===== src/rtl/time_adjust_ctrl.sv =====
// Button front end for the timing clock: debounces sel/add/sub buttons, rotates the
// selected field, and turns add/sub presses into stretched one-hot request pulses.
module time_adjust_ctrl #(
  parameter int WIDTH         = 32,
  parameter int DEB_CYCLES    = 20,
  parameter int HOLD_CYCLES   = 500,
  parameter int REPEAT_CYCLES = 100,
  parameter int PULSE_CYCLES  = 4
) (
  input  logic       clk_src,
  input  logic       reset,
  input  logic       adjust_en,
  input  logic       btn_sel,
  input  logic       btn_add,
  input  logic       btn_sub,
  output logic [2:0] field_sel,
  output logic [2:0] add_time,
  output logic [2:0] sub_time
);

  typedef enum logic [1:0] {IDLE, FIRST, HOLD, REPEAT} state_t;

  // button index: 0 = sel, 1 = add, 2 = sub
  logic [2:0]       raw_s;
  logic [2:0]       sync1_r, sync2_r, deb_r;
  logic [WIDTH-1:0] deb_cnt_r [3];
  logic             sel_d_r, adj_d_r, armed_r, dir_r, dir_n;
  logic             add_d_s, sub_d_s, sel_rise_s, start_s;
  logic [WIDTH-1:0] tmr_r, pcnt_r;
  state_t           state_r, state_n;

  assign raw_s      = {btn_sub, btn_add, btn_sel};
  assign add_d_s    = deb_r[1];
  assign sub_d_s    = deb_r[2];
  assign sel_rise_s = deb_r[0] & ~sel_d_r;

  // two-flop synchronizers and per-button debounce counters
  always_ff @(posedge clk_src or negedge reset) begin
    if (!reset) begin
      sync1_r <= 3'b000;
      sync2_r <= 3'b000;
      deb_r   <= 3'b000;
      for (int i = 0; i < 3; i++) deb_cnt_r[i] <= '0;
    end else begin
      sync1_r <= raw_s;
      sync2_r <= sync1_r;
      for (int i = 0; i < 3; i++) begin
        if (sync2_r[i] != deb_r[i]) begin
          if (deb_cnt_r[i] == WIDTH'(DEB_CYCLES - 1)) begin
            deb_r[i]     <= ~deb_r[i];
            deb_cnt_r[i] <= '0;
          end else begin
            deb_cnt_r[i] <= deb_cnt_r[i] + WIDTH'(1);
          end
        end else begin
          deb_cnt_r[i] <= '0;
        end
      end
    end
  end

  // field rotation on sel press; leaving adjust mode snaps back to seconds
  always_ff @(posedge clk_src or negedge reset) begin
    if (!reset) begin
      sel_d_r   <= 1'b0;
      adj_d_r   <= 1'b0;
      field_sel <= 3'b001;
    end else begin
      sel_d_r <= deb_r[0];
      adj_d_r <= adjust_en;
      if (adj_d_r && !adjust_en) begin
        field_sel <= 3'b001;
      end else if (adjust_en && sel_rise_s) begin
        field_sel <= {field_sel[1:0], field_sel[2]};
      end else begin
        field_sel <= field_sel;
      end
    end
  end

  // action FSM next state; the first pulse launches on the IDLE exit edge
  always_comb begin
    state_n = state_r;
    dir_n   = dir_r;
    start_s = 1'b0;
    case (state_r)
      IDLE: begin
        if (adjust_en && armed_r && (add_d_s != sub_d_s)) begin
          state_n = FIRST;
          dir_n   = sub_d_s;
          start_s = 1'b1;
        end else begin
          state_n = IDLE;
        end
      end
      FIRST: state_n = HOLD;
      HOLD, REPEAT: begin
        if (!adjust_en || (dir_r ? (!sub_d_s || add_d_s) : (!add_d_s || sub_d_s))) begin
          state_n = IDLE;
        end else if (tmr_r == '0) begin
          state_n = REPEAT;
          start_s = 1'b1;
        end else begin
          state_n = state_r;
        end
      end
      default: state_n = IDLE;
    endcase
  end

  // FSM state, direction, re-arm flag and hold/repeat timer
  always_ff @(posedge clk_src or negedge reset) begin
    if (!reset) begin
      state_r <= IDLE;
      dir_r   <= 1'b0;
      armed_r <= 1'b0;
      tmr_r   <= '0;
    end else begin
      state_r <= state_n;
      dir_r   <= dir_n;
      if (!add_d_s && !sub_d_s) begin
        armed_r <= 1'b1;
      end else if (start_s && (state_r == IDLE)) begin
        armed_r <= 1'b0;
      end else begin
        armed_r <= armed_r;
      end
      if (start_s) begin
        tmr_r <= (state_r == IDLE) ? WIDTH'(HOLD_CYCLES - 1) : WIDTH'(REPEAT_CYCLES - 1);
      end else if (tmr_r != '0) begin
        tmr_r <= tmr_r - WIDTH'(1);
      end else begin
        tmr_r <= tmr_r;
      end
    end
  end

  // stretched output pulses; a new start takes over both outputs so they stay exclusive
  always_ff @(posedge clk_src or negedge reset) begin
    if (!reset) begin
      add_time <= 3'b000;
      sub_time <= 3'b000;
      pcnt_r   <= '0;
    end else if (start_s) begin
      pcnt_r   <= WIDTH'(PULSE_CYCLES - 1);
      add_time <= dir_n ? 3'b000 : field_sel;
      sub_time <= dir_n ? field_sel : 3'b000;
    end else if (pcnt_r != '0) begin
      pcnt_r   <= pcnt_r - WIDTH'(1);
    end else begin
      add_time <= 3'b000;
      sub_time <= 3'b000;
    end
  end

endmodule


===== config.mk =====
export PLATFORM = sky130hd
export DESIGN_NAME = time_adjust_ctrl
export DESIGN_NICKNAME = d
export VERILOG_FILES = /design/src/rtl/time_adjust_ctrl.sv
export SDC_FILE = /design/constraint.sdc
export NUM_CORES = 1
export LEC_CHECK = 0
export CAP_MARGIN = 20
export CELL_PAD_IN_SITES_DETAIL_PLACEMENT = 0
export CELL_PAD_IN_SITES_GLOBAL_PLACEMENT = 2
export CORE_MARGIN = 5
export CORE_UTILIZATION = 37
export DETAILED_ROUTE_END_ITERATION = 16
export MAX_ROUTING_LAYER = met4
export PLACE_DENSITY_LB_ADDON = 0.3
export SLEW_MARGIN = 10
export SYNTH_ARGS = -nofsm -noshare
export SYNTH_HDL_FRONTEND = slang
export SYNTH_SLANG_ARGS = --single-unit

===== constraint.sdc =====
create_clock -name clk_src -period 2.55 [get_ports clk_src]
set_input_delay 0.255 -clock clk_src [delete_from_list [all_inputs] [get_ports clk_src]]
set_output_delay 0.255 -clock clk_src [all_outputs]
set_load 0.01 [all_outputs]

==> summary.md, run 1 <==
| Metric | Value |
|---|---|
| CP arrival | `2810 ps` |
| Iter 0 DRT Violations | `579` |
| Met3 Usage GRT | `3.135%` |
| Met1 usage | `22.09%` |
| CP dominant cell by count | `or3_1` |
| Skew final | `22.03 ps` |
| Commonest non-fill, non-tap cell in the layout | `dfrtp_1` |
| GR Layer Usage met2 | `23.08%` |
| Max clock buf depth | `2` |
| Count of final max-slew check failures | `0` |
| DP HPWL | `13,350 µm` |
| Final worst-path cycle share | `96.32%` |
| Vias in the first global route | `6,989` |
| Pin count of the biggest net entering global routing | `73` |
| Worst rel slew slack | `56.82%` |
| CTS tree | `done` |
| Total CTS buffers | `17` |
| Slew @ Worst Pin | `647.6 ps` |
| Post-CTS Setup Inserts | `0` |
| Die ar. | `28,140 µm²` |
| # rows | `57` |
| Crit-path max cell delay | `640 ps` |
| Mean post-synth cell area | `9.631 µm²` |
| Max_cap viols | `0` |
| Critical path class | `flop to flop` |
| NumNets Final | `1,006` |
| Critical path required time | `2900 ps` |
| Root Buffer | `clkbuf_16` |
| Skew-Pair Late Insertion Delay | `430 ps` |
| Worst slack, placed | `29.75 ps` |
| Status | `completed` |
| CP Capture Type | `flop` |
| Pwr dens | `543.0 nW/µm²` |
| Largest family of logic cells by synthesized area | `simple AND/OR/NAND/NOR gates` |
| P&R area growth vs syn | `14.63%` |
| Vias | `6,985` |
| Worst setup margin | `93.95 ps` |
| Worst VDD drop | `0.0004140 V` |
| Final setup fails | `0` |
| Total grt overflow | `0` |
| Slowest-stage cell, CP | `or4_1` |
| Layout cells sized above 1 | `10.56%` |
| Register area share after synthesis | `50.02%` |
| H-tree levels | `4` |
| EDFF count, synth | `0` |
| Syn. warnings | `0` |
| Die width | `167.8 µm` |
| Core area | `24,390 µm²` |
| RSZ-0062 raised after global routing | `yes` |
| Gpl congestion | `0.7568` |
| Syn_nets | `970` |
| Clock slew at reported path FFs | `70 ps` |
| Synth async-reset ratio | `100.0%` |
| Simple-gate share of the synthesized area | `27.04%` |
| Drt via density | `5.260` |
| Synth Area in XOR/XNOR | `10.75%` |
| Pre-Repair DR Iteration Count | `4` |
| Tmin final | `2456 ps` |
| IO Count | `15` |
| Synth cell types | `53` |
| Total global-route track usage | `15.50%` |
| Seq cells post-synth | `184` |
| Peak fanout along the critical path | `5` |
| Busiest grt layer | `met2` |
| Post-DRT Antenna Nets | `0` |
| Compound-Gate Fraction of Synth Area | `7.705%` |
| Port Buffers | `14` |
| Post-synthesis mux area share | `0.8289%` |
| Count of final hold-check violations | `0` |
| Top FF cell, synth | `dfrtp_1` |
| Layout fillers | `2,420` |
| DRC Markers | `0` |
| Clock Sinks | `184` |
| P_leak | `3.886 nW` |
| Worst path cell trace | `or4_1 > or4_4 > or3_1 > or3_1 > a21oi_1` |
| Peak Freq | `0.4072 GHz` |
| Worst min-delay path category | `input port to flop` |
| Die H | `167.8 µm` |
| Crit start category | `flop` |
| Synthesized area | `9208 µm²` |
| First-pass GRT wire length | `35,780 µm` |
| Initial cell density of the core | `37.75%` |
| Setup TNS | `0 ps` |
| WL/cell | `15.34 µm` |
| Post-Route WL | `20,370 µm` |
| Cells after synthesis | `956` |
| ANT cells | `0` |
| Initial antenna violation count | `0` |
| Most frequent cells in the layout | `dfrtp_1 (183), nor2_1 (141), xnor2_1 (61)` |
| Adder-Cell Fraction of Synth Area | `1.087%` |
[what timing repair did]
action,4_1_cts,5_1_grt
resized for setup,0,7
hold endpoints to repair,67,0
setup endpoints to repair,0,21
hold buffers,1,0
[final timing paths]
check                      startpoint            end  slack [ps]  depth (start not counted)
setup / recovery            pcnt_r[6]     pcnt_r[17]          90                          5
hold / removal                btn_sel     sync1_r[0]         270                          1
setup reg to reg            pcnt_r[6]     pcnt_r[17]          90                          5
hold reg to reg            sync1_r[2]     sync2_r[2]         360                          0
max in group asynchronous       reset   field_sel[0]        1380                          3
min in group asynchronous       reset  deb_cnt_r[63]         400                          2
[cells by family (layout without fill, tap and decap cells)]
group | after synthesis | count (layout)
simple gates | 470 | 470
flops | 184 | 184
compound gates | 116 | 116
xor+xnor | 113 | 113
buf+inv | 58 | 106
fa+ha+maj | 8 | 8
mux | 7 | 7
[stage by stage]
stage	total power [W]	instance area [µm²]	cells	hold slack [ps]	utilization [%]
3_3_place_gp	0.003231	9945	1296	331.8	40.77
4_1_cts	0.005840	10520	1328	252.2	43.12
3_5_place_dp	0.003231	9945	1296	343.5	40.77
5_1_grt	0.005992	10560	1328	254.5	43.27
2_1_floorplan	0.003116	9208	956	-40.59	-
6_report	0.005731	10560	1328	274.2	43.27
[power breakdown]
part	leakage [nW]	internal, W	switching [W]
clock network	0.266	0.00138	0.00118
logic	1.38	0.0000532	0.000115
registers	2.24	0.00296	0.0000416
[cell usage after synthesis, drive strengths merged (16+ instances only)]
library cell | instances | area [µm²]
a21oi | 40 | 200.2
and4 | 16 | 140.1
clkbuf | 29 | 110.1
dfrtp | 183 | 4579
inv | 19 | 71.32
nand2 | 53 | 201.5
nand3 | 38 | 190.2
nand4 | 46 | 294.0
nor2 | 141 | 529.3
nor3 | 31 | 160.1
nor4 | 52 | 331.6
o21ai | 36 | 180.2
o31ai | 18 | 145.1
or3 | 29 | 181.4
or4 | 23 | 180.2
xnor2 | 61 | 534.3
xor2 | 52 | 455.4
[cell type report]
class	instances	area (µm²)	area share, %
Clock inverter	12	118.9	1.126
Inverter	19	71.32	0.6757
Timing Repair Buffer	56	499.2	4.730
Sequential cell	184	4606	43.63
Clock buffer	19	442.9	4.196
Multi-Input combinational cell	714	4412	41.80
Tap cell	324	405.4	3.841
[critical path: cells and delay by family (launching register included)]
family	cells	cell delay (ps)
AO/OA/AOI/OAI	1	140
flip-flops	1	390
AND/OR/NAND/NOR	4	1850
[flip-flops by register name, indices dropped and copies added (netlist names), 3 cells and up]
| name | cells |
|---|---|
| deb_cnt_r | 96 |
| deb_r | 3 |
| sync2_r | 3 |
| sync1_r | 3 |
| add_time | 3 |
| sub_time | 3 |
| tmr_r | 32 |
| pcnt_r | 32 |
| field_sel | 3 |
[per-layer routing]
layer | up-vias | part of all wire (%)
met1 | 3418 | 52
met4 | 0 | 0.60
met2 | 50 | 45
met3 | 6 | 2.4
li1 | 3511 | -
met5 | - | 0
(Power assumes the default switching activity.)
==> run 2, diff against run 1 <==
Settings changed: CORE_MARGIN 5 to 1.
==> run 2 against run 1 <==
Via count is 0.29% lower. Clock power up 13%. Sequential power is essentially flat. Non-clock buffer count fell by 1. Final cell count hardly changed. Largest cell class unchanged. Worst setup slack improved by 22 ps. Fmax rose by 0.92%. Clock skew shrank 10 ps.
==> summary.md, run 2 (synthesized netlist as in run 1, its figures left out) <==
| Metric | Value |
|---|---|
| Reg2reg start | `pcnt_r[14]` |
| Die ar. | `25,520 µm²` |
| Post-DRT Antenna Nets | `0` |
| Total global-route track usage | `17.32%` |
| NumNets Final | `1,005` |
| Die H | `159.8 µm` |
| Setup TNS | `0 ps` |
| Status | `completed` |
| CP arrival | `2780 ps` |
| P_leak | `3.921 nW` |
| Root Buffer | `clkbuf_16` |
| Max_cap viols | `0` |
| Hold Crit Start | `btn_add` |
| Worst min-delay path category | `input port to flop` |
| Biggest register | `deb_cnt_r` |
| P&R area growth vs syn | `15.14%` |
| Skew final | `11.58 ps` |
| CP startpoint | `pcnt_r[14]` |
| DRC Markers | `0` |
| Worst VDD drop | `0.0004062 V` |
| Post-CTS Setup Inserts | `0` |
| CTS tree | `done` |
| Slew @ Worst Pin | `570.8 ps` |
| Pre-Repair DR Iteration Count | `4` |
| DP Area | `9950 µm²` |
| H-tree levels | `4` |
| Pin count of the biggest net entering global routing | `62` |
| Total CTS buffers | `17` |
| Initial cell density of the core | `37.75%` |
| Hold path depth | `1` |
| Core area | `24,390 µm²` |
| Final core utilization | `43.46%` |
| Crit-path max cell delay | `610 ps` |
| Port Buffers | `14` |
| WL/cell | `14.94 µm` |
| IO Count | `15` |
| Pwr dens | `571.3 nW/µm²` |
| Tmin final | `2434 ps` |
| Dpl cells | `1,295` |
| Clock slew at reported path FFs | `80 ps` |
| Largest registers | `deb_cnt_r x96, pcnt_r x32, tmr_r x32` |
| Die width | `159.8 µm` |
| Final setup fails | `0` |
| Storage element area | `4606 µm²` |
| Terminus of the critical flop-to-flop path | `pcnt_r[17]` |
| Slowest-stage cell, CP | `or4_1` |
| Vias in the first global route | `6,819` |
| Layout cells sized above 1 | `10.06%` |
| Count of final hold-check violations | `0` |
| Gpl congestion | `0.7315` |
| Max reg flops | `96` |
| Commonest non-fill, non-tap cell in the layout | `dfrtp_1` |
| Peak Freq | `0.4109 GHz` |
| Most frequent cells in the layout | `dfrtp_1 (183), nor2_1 (141), xnor2_1 (61)` |
| Post-Route WL | `19,850 µm` |
| R2R cell count | `5` |
| Crit start category | `flop` |
| Critical path class | `flop to flop` |
| Iter 0 DRT Violations | `398` |
| Multi-input logic area | `4373 µm²` |
| Clock Sinks | `184` |
| Worst rel slew slack | `61.60%` |
| Post-route cell area | `10,600 µm²` |
| Skew-Pair Late Insertion Delay | `430 ps` |
| Initial antenna violation count | `1` |
| R2R setup slack | `120 ps` |
| WHS Endpoint | `sync1_r[1]` |
| # rows | `57` |
| DP HPWL | `13,010 µm` |
| Final worst-path cycle share | `95.43%` |
| Worst setup margin | `116.4 ps` |
| Drt via density | `5.241` |
| CP dominant cell by count | `or3_1` |
| First-pass GRT wire length | `35,290 µm` |
| Vias | `6,965` |
| Worst slack, placed | `154.4 ps` |
| RSZ-0062 raised after global routing | `no` |
| Fin cells | `1,329` |
| Total grt overflow | `0` |
| Count of final max-slew check failures | `0` |
| Max clock buf depth | `2` |
| Worst path cell trace | `or4_1 > or4_4 > or3_1 > or3_1 > a21oi_1` |
| Critical path required time | `2900 ps` |
| Peak fanout along the critical path | `4` |
| CP Capture Type | `flop` |
| Layout fillers | `2,326` |
==> run 2: changes by cell type in the layout (fill, tap and decap cells not counted), sizes merged <==
cell      previous run  this run
clkbuf              20        18
bufinv               1         4
diode                0         1
buf                 41        40
inv                 22        24
clkinvlp             3         1
==> run 2: cell type report <==
type | instances | share of cell area [%]
clock buffers | 17 | 4.013
diodes | 1 | 0.02360
repair buffers | 55 | 4.756
flip-flops and latches | 184 | 43.44
inverters | 19 | 0.6727
clock inverters | 15 | 2.018
well taps | 324 | 3.824
multi-input cells | 714 | 41.25
==> run 2: worst max path at each step <==
stage | endpoint | cells after the start
final | pcnt_r[17] | 5
after global routing | tmr_r[14] | 6
after CTS | pcnt_r[17] | 5
after detailed placement | pcnt_r[17] | 5
after global placement | pcnt_r[17] | 5
after floorplan | pcnt_r[23] | 9
==> run 2: metal layers <==
| metal | vias up | global-route usage [%] | routed length [µm] |
|---|---|---|---|
| met5 | - | - | 0 |
| met4 | 0 | 4.502 | 159 |
| met3 | 10 | 3.766 | 569 |
| met2 | 62 | 24.81 | 8775 |
| met1 | 3384 | 24.64 | 10350 |
| li1 | 3509 | - | - |
==> run 2: per-stage QoR <==
step | power [W] | hold slack [ps]
global route | 0.006311 | 247.6
detailed placement | 0.003226 | 275.4
global placement | 0.003224 | 273.2
finish | 0.006057 | 259.1
CTS | 0.006173 | 232.9
floorplan | 0.003116 | -40.59
==> run 2: repair_timing <==
action	CTS	global route
endpoints found under the hold margin	56	0
hold buffers	1	0
gates resized for setup	0	0
endpoints found under the setup margin	0	0
==> run 2: critical path, delay by kind of cell (launching register included) <==
kind	cells	cell delay (ps)
and+or+nand+nor	4	1830
DFF	1	400
AOI/OAI and AO/OA	1	140
==> run 2: power by group <==
part	total (W)	switching (W)	internal, W	leakage (nW)
registers	0.00300	0.0000421	0.00296	2.24
logic	0.000163	0.000111	0.0000511	1.37
clock network	0.00290	0.00123	0.00167	0.311
total	0.00606	0.00138	0.00468	3.92
